<file path="config.mk">
export PLATFORM = sky130hd
export DESIGN_NAME = cgra_channel_pipe
export DESIGN_NICKNAME = d
export VERILOG_FILES = /design/src/rtl/cgra_channel_pipe.sv
export SDC_FILE = /design/constraint.sdc
export NUM_CORES = 1
export LEC_CHECK = 0
export ABC_AREA = 1
export BUFFER_PORTS_ARGS = -buffer_cell sky130_fd_sc_hd__buf_2
export CORE_MARGIN = 2
export CORE_UTILIZATION = 50
export DETAILED_ROUTE_END_ITERATION = 7
export GPL_TIMING_DRIVEN = 0
export PLACE_DENSITY = 0.81
export SYNTH_ARGS = -nofsm -noshare
export SYNTH_HDL_FRONTEND = slang
export SYNTH_SLANG_ARGS = --single-unit
</file>
<file path="constraint.sdc">
create_clock -name clk -period 4.28 [get_ports clk]
set_input_delay 0.642 -clock clk [delete_from_list [all_inputs] [get_ports clk]]
set_output_delay 0.642 -clock clk [all_outputs]
set_load 0.1 [all_outputs]
</file>
<file path="src/rtl/cgra_channel_pipe.sv">
// rtl/cgra_channel_pipe.sv - fixed-latency CGRA inter-tile channel with credit-counted FIFO
//
// Purpose: carries CGRAData messages {payload, predicate, bypass} bit-exact from a
// producer tile to a consumer tile. An accepted message spends LATENCY-1 cycles in a
// free-running valid+data pipeline and then lands in a DEPTH-entry circular FIFO.
// Admission is governed by the total in-flight count (pipeline + FIFO), so every
// pipeline output is guaranteed a FIFO slot and the pipeline never has to stall.
//
// Ports:
//   clk        rising-edge clock
//   reset      asynchronous active-low reset
//   clear      synchronous flush of all in-flight messages
//   recv__en   producer push (legal only while recv__rdy=1)
//   recv__msg  incoming message, DATA_W+2 bits
//   recv__rdy  channel can accept this cycle (registered count only)
//   send__en   message delivered this cycle
//   send__msg  FIFO head message, zero when send__en=0
//   send__rdy  consumer can accept
//   count      messages in flight, registered
module cgra_channel_pipe #(
    parameter int DATA_W  = 32,
    parameter int LATENCY = 1,
    parameter int DEPTH   = 2,
    parameter int CNT_W   = $clog2(DEPTH + 1)
) (
    input  logic              clk,
    input  logic              reset,
    input  logic              clear,
    input  logic              recv__en,
    input  logic [DATA_W+1:0] recv__msg,
    output logic              recv__rdy,
    output logic              send__en,
    output logic [DATA_W+1:0] send__msg,
    input  logic              send__rdy,
    output logic [CNT_W-1:0]  count
);

    localparam int MSG_W = DATA_W + 2;
    localparam int PTR_W = (DEPTH > 1) ? $clog2(DEPTH) : 1;
    localparam logic [PTR_W-1:0] PTR_LAST = PTR_W'(DEPTH - 1);
    localparam logic [CNT_W-1:0] CNT_MAX  = CNT_W'(DEPTH);

    logic [CNT_W-1:0] count_q, count_d;
    logic [CNT_W-1:0] fifo_cnt_q, fifo_cnt_d;
    logic [PTR_W-1:0] wr_ptr_q, wr_ptr_d;
    logic [PTR_W-1:0] rd_ptr_q, rd_ptr_d;
    logic [MSG_W-1:0] mem_q [DEPTH];

    logic             push;
    logic             pop;
    logic             fifo_wr;
    logic [MSG_W-1:0] fifo_wr_msg;

    // Admission looks only at the registered total, so a slot freed by this
    // cycle's pop is not handed out until the next cycle.
    assign recv__rdy = reset && !clear && (count_q < CNT_MAX);
    assign push      = recv__en && recv__rdy;

    assign send__en  = reset && !clear && send__rdy && (fifo_cnt_q != '0);
    assign pop       = send__en;
    assign send__msg = send__en ? mem_q[rd_ptr_q] : '0;
    assign count     = count_q;

    generate
        if (LATENCY <= 1) begin : g_direct
            assign fifo_wr     = push;
            assign fifo_wr_msg = recv__msg;
        end else begin : g_pipe
            localparam int NSTG = LATENCY - 1;

            logic [NSTG-1:0]  vld_q;
            logic [MSG_W-1:0] dat_q [NSTG];

            // Stages shift every cycle; the credit check upstream is what
            // makes this safe without any stall path.
            always_ff @(posedge clk or negedge reset) begin
                if (!reset) begin
                    vld_q <= '0;
                end else if (clear) begin
                    vld_q <= '0;
                end else begin
                    vld_q[0] <= push;
                    for (int i = 1; i < NSTG; i++) begin
                        vld_q[i] <= vld_q[i-1];
                    end
                end
            end

            // Payload needs no reset: it is only consumed alongside its valid.
            always_ff @(posedge clk) begin
                if (push) begin
                    dat_q[0] <= recv__msg;
                end
                for (int i = 1; i < NSTG; i++) begin
                    dat_q[i] <= dat_q[i-1];
                end
            end

            assign fifo_wr     = vld_q[NSTG-1];
            assign fifo_wr_msg = dat_q[NSTG-1];
        end
    endgenerate

    always_comb begin
        wr_ptr_d   = wr_ptr_q;
        rd_ptr_d   = rd_ptr_q;
        fifo_cnt_d = fifo_cnt_q;
        count_d    = count_q;
        if (clear) begin
            wr_ptr_d   = '0;
            rd_ptr_d   = '0;
            fifo_cnt_d = '0;
            count_d    = '0;
        end else begin
            if (fifo_wr) begin
                wr_ptr_d = (wr_ptr_q == PTR_LAST) ? '0 : wr_ptr_q + 1'b1;
            end
            if (pop) begin
                rd_ptr_d = (rd_ptr_q == PTR_LAST) ? '0 : rd_ptr_q + 1'b1;
            end
            // An arrival while the last entry pops is stored, never bypassed,
            // so the FIFO occupancy simply nets out.
            case ({fifo_wr, pop})
                2'b10:   fifo_cnt_d = fifo_cnt_q + 1'b1;
                2'b01:   fifo_cnt_d = fifo_cnt_q - 1'b1;
                default: fifo_cnt_d = fifo_cnt_q;
            endcase
            case ({push, pop})
                2'b10:   count_d = count_q + 1'b1;
                2'b01:   count_d = count_q - 1'b1;
                default: count_d = count_q;
            endcase
        end
    end

    always_ff @(posedge clk) begin
        if (fifo_wr && !clear) begin
            mem_q[wr_ptr_q] <= fifo_wr_msg;
        end
    end

    always_ff @(posedge clk or negedge reset) begin
        if (!reset) begin
            wr_ptr_q   <= '0;
            rd_ptr_q   <= '0;
            fifo_cnt_q <= '0;
            count_q    <= '0;
        end else begin
            wr_ptr_q   <= wr_ptr_d;
            rd_ptr_q   <= rd_ptr_d;
            fifo_cnt_q <= fifo_cnt_d;
            count_q    <= count_d;
        end
    end

endmodule

</file>
## Yosys cells after proc, flatten, opt, wreduce, memory -nomap -nowiden

Memories as Yosys holds them, arrays and structs flattened.
Index checks and enable logic that the tools add are counted.

- Output and inout bits: 38
- Memory bits (writable): 68
- Logic and storage cells: 38
- Bits in registers: 6
- Memories: 1
- Bits of input ports: 39

Memories:

| memory | depth | width | read ports | clocked after memory_dff | wr ports | line | RTL |
|---|---|---|---|---|---|---|---|
| mem_q | 2 | 34 | 1 | 0 | 1 | 47 | `logic [MSG_W-1:0] mem_q [DEPTH];` |

- Reductions and logical operators: 11
- Mux-type cells: 13
- Equal/unequal tests: 2
- $add $sub $neg: 6
- Magnitude comparators: 1

Operator list:

| kind | count |
|---|---|
| $mux 34 | 1 |
| $mux 1 | 8 |
| $pmux 2 s2 | 2 |
| $logic_and 1x1->1 | 6 |
| $reduce_bool 2->1 | 3 |
| $add 2x1->2 const B | 2 |
| $mux 2 | 2 |
| $sub 2x1->2 const B | 2 |
| $reduce_bool 3->1 | 1 |
| $add 1x1->1 const B | 2 |
| $eq 2x1->1 const B | 1 |
| $eq 2x2->1 const B | 1 |
| $lt 2x2->1 const B | 1 |
| $logic_not 1->1 | 1 |

## Depth between registers and ports, before layout

Gate-level depths: netlist of run 1.

- Depth after elaboration: 7
- Gate-level depth with buffers: 8
- Mapped depth without buffers: 8

## Least setup slack after synthesis of run 1

No wires, ideal clock.

- Path type: register to register
- Start point: reg count_q[1], in the netlist count[1]
- End point: mem mem_q[0][0] (netlist bit) (enable)
- Library setup time: 0.425 ns
- Period minus slack after synthesis: 3.357 ns
- Path buffers: 0
- Arrival time: 2.932 ns
- Cell stages (with the launch flop): 4
- Setup slack: 0.923 ns
- Data required time: 3.855 ns
- Path through: dfrtp_1 nor2_8 nand2_4 nor2_1

- Longest elaborated chain between the ends: 6

RTL lines:

| what | line | RTL |
|---|---|---|
| from (decl) | 43 | `logic [CNT_W-1:0] count_q, count_d;` |
| from (signal assigned) | 152 | `count_q <= count_d;` |
| $lt 2x2->1 | 56 | `assign recv__rdy = reset && !clear && (count_q < CNT_MAX);` |
| $logic_and 1x1->1 | 56 |  |
| net recv__rdy | 31 | `output logic recv__rdy,` |
| $logic_and 1x1->1 | 57 | `assign push = recv__en && recv__rdy;` |
| $logic_and 1x1->1 | 137 | `if (fifo_wr && !clear) begin` |
| $mux 1 | 137 |  |
| $mux 1 (implied by the code) | 138 | `mem_q[wr_ptr_q] <= fifo_wr_msg;` |
| to (decl) | 47 |  |

The timed path passes the listed nets, and every way through them passes these cells.

## Final worst setup path of run 1

- Start point: in reset
- End point: out send__msg[8]

- Longest elaborated chain between the ends: 4

RTL lines:

| what | line | RTL |
|---|---|---|
| from (decl) | 27 | `input logic reset,` |
| $logic_and 1x1->1 (3 in a row) | 59 | `assign send__en = reset && !clear && send__rdy && (fifo_cnt_q != '0);` |
| $mux 34 | 61 | `assign send__msg = send__en ? mem_q[rd_ptr_q] : '0;` |
| to (decl) | 33 | `output logic [DATA_W+1:0] send__msg,` |

Every way passes these cells.

==> results of run 1 <==
## per-stage QoR
stage,utilization,hold WS (ps)
after floorplan,-,346
after global placement,0.609,499
after detailed placement,0.621,504
after CTS,0.654,131
after global routing,0.654,136
final,0.654,134
## power breakdown
part	internal (mW)	switching (mW)
clock network	0.264	0.238
registers	0.815	0.0111
logic	0.0630	0.240
## logic make-up after synthesis
family / Yosys count
AND/OR/NAND/NOR: 99
flip-flops: 74
AO/OA/AOI/OAI: 41
buffers and inverters: 20
## final cells by class
cell class                 instances  share of cell area
timing repair buffer              78               0.119
tap                               72              0.0245
inverter                          10              0.0102
sequential                        74               0.597
buffer                            10              0.0126
clock inverter                     6              0.0157
multi-input combinational        140               0.186
clock buffer                      10              0.0348
## synthesized netlist by cell type
master     n  share of area
clkbuf_1   3         0.0038
nor2_4     1         0.0038
clkinv_1   1         0.0013
inv_1      7         0.0089
nand2_4    3          0.011
a21oi_1   35          0.059
nor2_1     5         0.0064
nand2_1   78          0.099
nand3_2    1         0.0034
inv_2      2         0.0026
nand2_2    3         0.0064
nand4_1    2         0.0042
nor2_8     1         0.0068
a21oi_2    1         0.0030
edfxtp_1  68           0.69
nand3_1    4         0.0068
o21ai_1    2         0.0034
o21ai_2    1         0.0030
o21ai_0    2         0.0034
nand3_4    1         0.0060
dfrtp_1    6          0.051
buf_2      7          0.012
## critical path, cell delays in order
cell	delay [ps]
buf_2	200
inv_1	60
nor2_1	150
nand2_2	170
buf_2	230
a21oi_1	160
buf_2	450
## layer usage
metal	vias to the layer above	global-route usage
li1	993	-
met1	929	0.221
met2	57	0.321
met3	8	0.0411
met4	0	0.0915
met5	-	0
## registers in the layout (all words and copies together), names as in the netlist
signal,flops
count,2
fifo_cnt_q,2
mem_q,68
rd_ptr_q,1
wr_ptr_q,1
## worst max path at each step
stage	from	end	slack (ps)
6_report	reset	send__msg[8]	1560
5_1_grt	reset	send__msg[8]	1460
4_1_cts	reset	send__msg[8]	1540
3_5_place_dp	reset	send__msg[8]	1550
3_3_place_gp	clear	mem_q[0][3]$_DFFE_PP_	460
2_1_floorplan	count[1]$_DFFE_PN0P_	mem_q[0][0]$_DFFE_PP_	920
==> impl_metrics.py, run 1 <==
metrics = {
    "sta": {
        "finalHoldViolations": 0,
        "clock-skew-final_ps": 7.27,
        "fin_setup_tns_ps": 0,
        "post-route-min-period_ps": 2720,
        "max_freq_mhz": 368,
        "worst_slack_ps": 1560,
        "slew_headroom": 0.670,
        "report.final.slew_viol_count": 0,
        "timing.final.crit_share": 0.635,
        "rsz0062_at_grt": "false",
        "tightest_slew_ps": 494,
        "setup_viol": 0,
    },
    "place": {
        "placed_area_um2": 3480,
        "port_buffers": 76,
        "dp_worst_setup_slack_ps": 1550,
        "dp_hpwl_um": 3930,
        "dp_cells": 384,
        "place_congestion": 0.791,
    },
    "route": {
        "route.top_layer_used": "met4",
        "drc": 0,
        "vias": 1987,
        "route.met2.wl_um": 2910,
        "viasPerCell": 4.97,
        "drt-total-wl_um": 5640,
        "routedWlPerCell_um": 14.1,
        "wl_met1_um": 2330,
        "drt-initial-drc-count": 96,
        "wl_met3_um": 284,
        "firstDrtPassIters": 4,
        "ant_nets": 0,
    },
    "power_and_ir_drop": {
        "p_per_area_nw_per_um2": 445,
        "ir_drop_v": 0.000265,
        "design_power_total_mw": 1.63,
        "p_leak_nw": 1.52,
    },
    "grt": {
        "grt_pass1_wl_um": 8750,
        "overflow": 0,
        "grt_max_degree": 23,
        "first_global_vias": 1884,
        "grt_antenna_before_repair": 0,
        "track_usage": 0.186,
    },
    "clocking": {
        "cts_tree": "done",
        "postCtsHoldBufs": 0,
        "clockRootBuffer": "clkbuf_8",
        "cts-resized-gates": 0,
        "clk_pin_slew_ps": 80,
        "cts_sinks": 74,
        "numCtsBuffers": 9,
        "cts.path.max_buffers": 2,
        "cts_setup_buffers": 0,
        "worstSkewPairLatency_ps": 340,
        "ctsHtreeMaxLevel": 3,
    },
    "worst_setup_path": {
        "worstPathRequired_ps": 3640,
        "crit_fanout": 10,
        "worst_setup_path_end_kind": "output pin",
        "timing.rr.start": "count[1]$_DFFE_PN0P_",
        "worst_r2r_path_depth": 4,
        "rrSetupSlack_ps": 2590,
        "critPathArrivalTime_ps": 2080,
        "path_class": "in -> out",
        "r2r_end": "mem_q[1][16]$_DFFE_PP_",
        "start_kind": "input port",
    },
    "die": {
        "initial_core_util": 0.525,
        "dieArea_um2": 6520,
        "ios": 77,
        "die_h_um": 80.7,
        "core_area_um2": 5610,
        "rows": 27,
        "die_x_um": 80.7,
    },
    "finish": {
        "fillers": 451,
        "fin_nets": 362,
        "fin_cells": 400,
        "syn_to_final_growth_pct": 24.6,
        "multi_input_area_um2": 683,
        "final_area_um2": 3670,
        "insertedDiodeCount": 0,
        "final_common_cell": "buf_2",
        "final_cell_mix": "buf_2 (83), nand2_1 (78), edfxtp_1 (68)",
        "regArea_um2": 2190,
        "drive_gt1_frac": 0.348,
    },
    "logic_synthesis": {
        "synth_top_family_by_area": "simple AND/OR/NAND/NOR gates",
        "yosysSeqAreaShare": 0.745,
        "synth_cells": 234,
        "synthSimpleGateAreaFrac": 0.155,
        "synth.mux.area_fraction": 0,
        "syn_avg_cell_area_um2": 12.6,
        "synth_nets": 273,
        "yosysWarningCount": 0,
        "syn_area_um2": 2940,
        "synth-compound-area-share": 0.0722,
        "synth_xor_xnor_area_share": 0,
        "synth.ff_latch_count": 74,
        "synth_adder_area_share": 0,
        "yosysUniqueCellTypes": 22,
    },
    "run": {
        "max_cap_violations": 0,
    },
    "outcome": {
        "status": "completed",
    },
    "min_path": {
        "worstHoldPathType": "in -> async",
    },
}
(Power assumes the default switching activity.)
==> run 2, diff against run 1 <==
Settings changed: CORE_UTILIZATION 50 to 47, PLACE_DENSITY 0.81 to 0.8.
Clock period 4.28 ns to 2.2 ns, I/O delays scaled along.
==> run 2 against run 1 <==
Sequential cell count stayed put. Critical path depth is 1 lower. Register-to-register slack worse by 2300 ps. Clock power is 90% higher. Sequential share of layout area is 2.8 points lower. Final cell count is 1.0% higher. Combinational power is 110% higher. Clock-buffer cell count is 1 higher. Via count is 1.1% lower. Design area is 4.9% higher. Utilization is 1.2 points lower. Largest cell class unchanged.
==> impl_metrics.py, run 2 (synthesis results as in run 1) <==
metrics = {
    "finish": {
        "fin_nets": 364,
        "final_cell_mix": "nand2_1 (78), edfxtp_1 (68), buf_2 (48)",
        "largest-register": "mem_q",
        "largest_reg_flops": 68,
        "drive_gt1_frac": 0.377,
        "insertedDiodeCount": 0,
        "fin_cells": 404,
        "final_area_um2": 3850,
        "syn_to_final_growth_pct": 30.8,
        "fin_util": 0.643,
        "final_common_cell": "nand2_1",
    },
    "power_and_ir_drop": {
        "p_seq_frac": 0.504,
        "cellInternalPower_mw": 2.26,
        "comb_power_share": 0.197,
        "clkPwrFrac": 0.299,
        "p_per_area_nw_per_um2": 830,
        "design_power_total_mw": 3.19,
        "p_sw_mw": 0.939,
        "sw_frac_of_total": 0.294,
        "p_leak_nw": 1.55,
        "ir_drop_v": 0.000465,
    },
    "worst_setup_path": {
        "worst_r2r_path_depth": 3,
        "worstSetupEndpoint": "send__msg[0]",
        "critPathLaunch": "fifo_cnt_q[0]$_DFFE_PN0P_",
        "worst_setup_path_end_kind": "output pin",
        "timing.rr.start": "count[1]$_DFFE_PN0P_",
        "r2r_end": "mem_q[0][24]$_DFFE_PP_",
        "crit_fanout": 10,
        "start_kind": "flip-flop",
        "critPathArrivalTime_ps": 1810,
        "worstPathRequired_ps": 1870,
        "rrSetupSlack_ps": 310,
        "path_class": "reg -> out",
    },
    "sta": {
        "fin_setup_tns_ps": 0,
        "post-route-min-period_ps": 2140,
        "finalHoldViolations": 0,
        "report.final.slew_viol_count": 0,
        "timing.final.crit_share": 0.975,
        "clock-skew-final_ps": 7.37,
        "max_freq_mhz": 466,
        "worst_slack_ps": 55.9,
        "tightest_slew_ps": 995,
        "setup_viol": 0,
        "rsz0062_at_grt": "true",
        "fin_hold_ws_ps": 177,
        "slew_headroom": 0.335,
    },
    "clocking": {
        "cts_sinks": 74,
        "numCtsBuffers": 9,
        "clk_pin_slew_ps": 70,
        "ctsHtreeMaxLevel": 3,
        "cts.path.max_buffers": 2,
        "cts_tree": "done",
        "worstSkewPairLatency_ps": 340,
        "clockRootBuffer": "clkbuf_8",
    },
    "place": {
        "place_congestion": 0.729,
        "port_buffers": 76,
        "dp_hpwl_um": 3650,
        "placed_area_um2": 3450,
        "dp_cells": 385,
        "dp_worst_setup_slack_ps": 54.2,
    },
    "die": {
        "die_x_um": 83.1,
        "die_h_um": 83.1,
        "dieArea_um2": 6910,
        "ios": 77,
        "initial_core_util": 0.491,
        "rows": 28,
        "core_area_um2": 5990,
    },
    "grt": {
        "grt_max_degree": 35,
        "first_global_vias": 1928,
        "overflow": 0,
        "grt_pass1_wl_um": 8760,
        "grt_antenna_before_repair": 0,
        "track_usage": 0.167,
    },
    "route": {
        "ant_nets": 0,
        "firstDrtPassIters": 4,
        "drt-initial-drc-count": 93,
        "drt-total-wl_um": 5670,
        "vias": 1966,
        "routedWlPerCell_um": 14.0,
        "viasPerCell": 4.87,
        "drc": 0,
    },
    "outcome": {
        "status": "completed",
    },
    "min_path": {
        "worstHoldPathType": "in -> reg",
    },
    "run": {
        "max_cap_violations": 0,
    },
}
run 2: how the worst min path moves through the flow:
stage / startpoint / endpoint / slack, ps / cells after the start
finish: recv__msg[13] / mem_q[0][13]$_DFFE_PP_ / 180 / 1
global route: recv__msg[31] / mem_q[1][31]$_DFFE_PP_ / 150 / 1
CTS: recv__msg[0] / mem_q[1][0]$_DFFE_PP_ / 160 / 1
detailed placement: reset / wr_ptr_q$_DFFE_PN0P_ / 190 / 1
global placement: reset / wr_ptr_q$_DFFE_PN0P_ / 190 / 1
floorplan: reset / count[0]$_DFFE_PN0P_ / 30 / 0
run 2: critical path, stage by stage, from the launching register on:
cell and delay [ps]:
dfrtp_1 380, nor2_1 50, nor2_1 160, nand2_2 160
buf_2 230, a21oi_1 230, buf_6 270
run 2: layout make-up:
class,instances,area [µm²]
repair buffers,80,584
clock buffers,11,131
well taps,75,93.8
fillers,461,2140
clock inverters,4,43.8
multi-input cells,140,702
plain buffers,10,60.1
flip-flops and latches,74,2190
inverters,10,41.3
run 2: power groups by stage:
stage	Clock, mW	Sequential, mW	Combinational [mW]
2_1_floorplan	0	1.66	0.432
3_3_place_gp	0	1.64	0.572
3_5_place_dp	0	1.64	0.582
4_1_cts	0.981	1.61	0.604
5_1_grt	1.05	1.61	0.672
6_report	0.957	1.61	0.628
run 2: what timing repair did:
action	CTS	global route
setup endpoints to repair	31	31
endpoints found under the hold margin	6	0
pin swaps	0	1
setup buffers	0	3
hold buffers	1	0
gates resized for setup	34	35
run 2: per-layer routing:
layer  GRT usage  routed length (µm)
met2       0.273                2890
met1       0.194                2340
met5           0                   0
met3      0.0676                 342
met4      0.0700                  96
==> run 3, diff against run 2 <==
Settings changed: CELL_PAD_IN_SITES_DETAIL_PLACEMENT from default to 1, CELL_PAD_IN_SITES_GLOBAL_PLACEMENT from default to 1, CORE_UTILIZATION 47 to 37.
==> run 3 against run 2 <==
Clock-buffer cell count fell by 1. Highest routed layer unchanged. Global-route usage fell by 0.45 points. Worst setup slack improved by 15 ps. Worst hold slack improved by 2.7 ps. Critical path type unchanged. Via count rose by 3.9%. Critical endpoint is now send__msg[23].
==> impl_metrics.py, run 3 (synthesis results as in run 1) <==
metrics = {
    "finish": {
        "largest-register": "mem_q",
        "regArea_um2": 2190,
        "final_cell_mix": "nand2_1 (79), edfxtp_1 (68), buf_2 (46)",
        "largest_reg_flops": 68,
        "fin_cells": 433,
        "multi_input_area_um2": 727,
        "final_area_um2": 3920,
        "final_common_cell": "nand2_1",
        "fin_util": 0.508,
        "drive_gt1_frac": 0.399,
        "insertedDiodeCount": 0,
        "fin_nets": 365,
        "syn_to_final_growth_pct": 33.3,
        "fillers": 829,
    },
    "worst_setup_path": {
        "worstPathCellList": "buf_2, clkinvlp_4, buf_4, nand2_1, a21oi_1, buf_4",
        "timing.rr.start": "count[1]$_DFFE_PN0P_",
        "worst-path-buf-inv": 4,
        "cp_common_cell": "buf_4",
        "start_kind": "flip-flop",
        "crit_fanout": 10,
        "slowest_stage": "dfrtp_1",
        "critPathLaunch": "rd_ptr_q$_DFFE_PN0P_",
        "worst_r2r_path_depth": 3,
        "worst_setup_path_end_kind": "output pin",
        "rrSetupSlack_ps": 290,
        "path_class": "reg -> out",
        "slowest_delay_ps": 370,
        "critical_path_depth": 6,
        "worstPathRequired_ps": 1870,
        "critPathArrivalTime_ps": 1800,
        "cp_top_family": "buffers and inverters",
        "r2r_end": "mem_q[0][23]$_DFFE_PP_",
    },
    "clocking": {
        "clockRootBuffer": "clkbuf_8",
        "cts.path.max_buffers": 2,
        "worstSkewPairLatency_ps": 330,
        "numCtsBuffers": 9,
        "clk_pin_slew_ps": 80,
        "cts_tree": "done",
        "ctsHtreeMaxLevel": 3,
        "cts_sinks": 74,
    },
    "place": {
        "dp_cells": 412,
        "placed_area_um2": 3480,
        "dp_hpwl_um": 4390,
        "dp_worst_setup_slack_ps": -23.7,
        "place_congestion": 0.695,
        "port_buffers": 76,
    },
    "die": {
        "die_x_um": 93.2,
        "initial_core_util": 0.381,
        "ios": 77,
        "core_area_um2": 7730,
        "dieArea_um2": 8690,
        "die_h_um": 93.2,
        "rows": 32,
    },
    "outcome": {
        "status": "completed",
    },
    "route": {
        "firstDrtPassIters": 4,
        "viasPerCell": 4.72,
        "ant_nets": 0,
        "routedWlPerCell_um": 15.7,
        "vias": 2042,
        "drc": 0,
        "drt-initial-drc-count": 40,
        "drt-total-wl_um": 6790,
    },
    "power_and_ir_drop": {
        "cellInternalPower_mw": 2.38,
        "p_seq_frac": 0.477,
        "ir_drop_v": 0.000376,
        "comb_power_share": 0.192,
        "p_sw_mw": 0.993,
        "p_per_area_nw_per_um2": 859,
        "p_leak_nw": 1.56,
        "clkPwrFrac": 0.331,
        "design_power_total_mw": 3.37,
        "sw_frac_of_total": 0.295,
    },
    "sta": {
        "clock-skew-final_ps": 7.43,
        "max_freq_mhz": 470,
        "slew_headroom": 0.303,
        "timing.final.crit_share": 0.968,
        "tightest_slew_ps": 1040,
        "finalHoldViolations": 0,
        "post-route-min-period_ps": 2130,
        "worst_slack_ps": 71.2,
        "report.final.slew_viol_count": 0,
        "fin_hold_ws_ps": 180,
        "setup_viol": 0,
        "fin_setup_tns_ps": 0,
    },
    "grt": {
        "first_global_vias": 2194,
        "track_usage": 0.162,
        "grt_antenna_before_repair": 0,
        "grt_pass1_wl_um": 10600,
        "overflow": 0,
        "grt_max_degree": 35,
    },
    "min_path": {
        "hold_path_depth": 1,
        "worstHoldEndpoint": "mem_q[1][25]$_DFFE_PP_",
        "worstHoldPathType": "in -> reg",
        "min_from": "recv__msg[25]",
    },
    "run": {
        "max_cap_violations": 0,
    },
}
-- run 3: cell count changes in the layout (fill, tap and decap cells not counted), moves of 2 or more --
cell / before / now
buf_4: 10 / 22
a21oi_2: 6 / 11
clkbuf_4: 3 / 1
buf_6: 25 / 18
buf_2: 48 / 46
a21oi_1: 30 / 25
-- run 3: routing by layer --
| layer | vias to the layer above | GRT usage | part of all wire |
|---|---|---|---|
| met1 | 993 | 0.188 | 0.41 |
| met3 | 7 | 0.0322 | 0.036 |
| li1 | 993 | - | - |
| met2 | 49 | 0.293 | 0.55 |
| met5 | - | 0 | 0 |
| met4 | 0 | 0.0662 | 0.0093 |
-- run 3: area by class of cell --
class / instances / share of cell area
well taps: 102 / 0.0325
plain buffers: 10 / 0.0166
inverters: 10 / 0.0105
flip-flops and latches: 74 / 0.559
clock inverters: 6 / 0.0207
clock buffers: 10 / 0.0325
repair buffers: 80 / 0.143
multi-input cells: 141 / 0.185
-- run 3: how the worst max path moves through the flow --
stage	slack, ps	endpoint
finish	70	send__msg[23]
global route	-20	send__msg[23]
CTS	0.01	send__msg[32]
detailed placement	-20	mem_q[0][28]$_DFFE_PP_
global placement	40	mem_q[0][25]$_DFFE_PP_
floorplan	-440	send__msg[2]
-- run 3: what timing repair did --
action                     in CTS  in global routing
pin swaps                       1                  0
resized for setup              50                 19
hold endpoints to repair        6                  0
setup endpoints to repair      31                 34
setup buffers                   0                  3
hold buffers                    1                  0
cloned                          0                  1
-- run 3: power groups by stage --
stage | clock network [mW] | logic, mW | registers (mW)
after global placement | 0 | 0.577 | 1.64
after floorplan | 0 | 0.432 | 1.66
after CTS | 1.14 | 0.629 | 1.61
after global routing | 1.20 | 0.700 | 1.61
after detailed placement | 0 | 0.594 | 1.64
final | 1.11 | 0.648 | 1.61
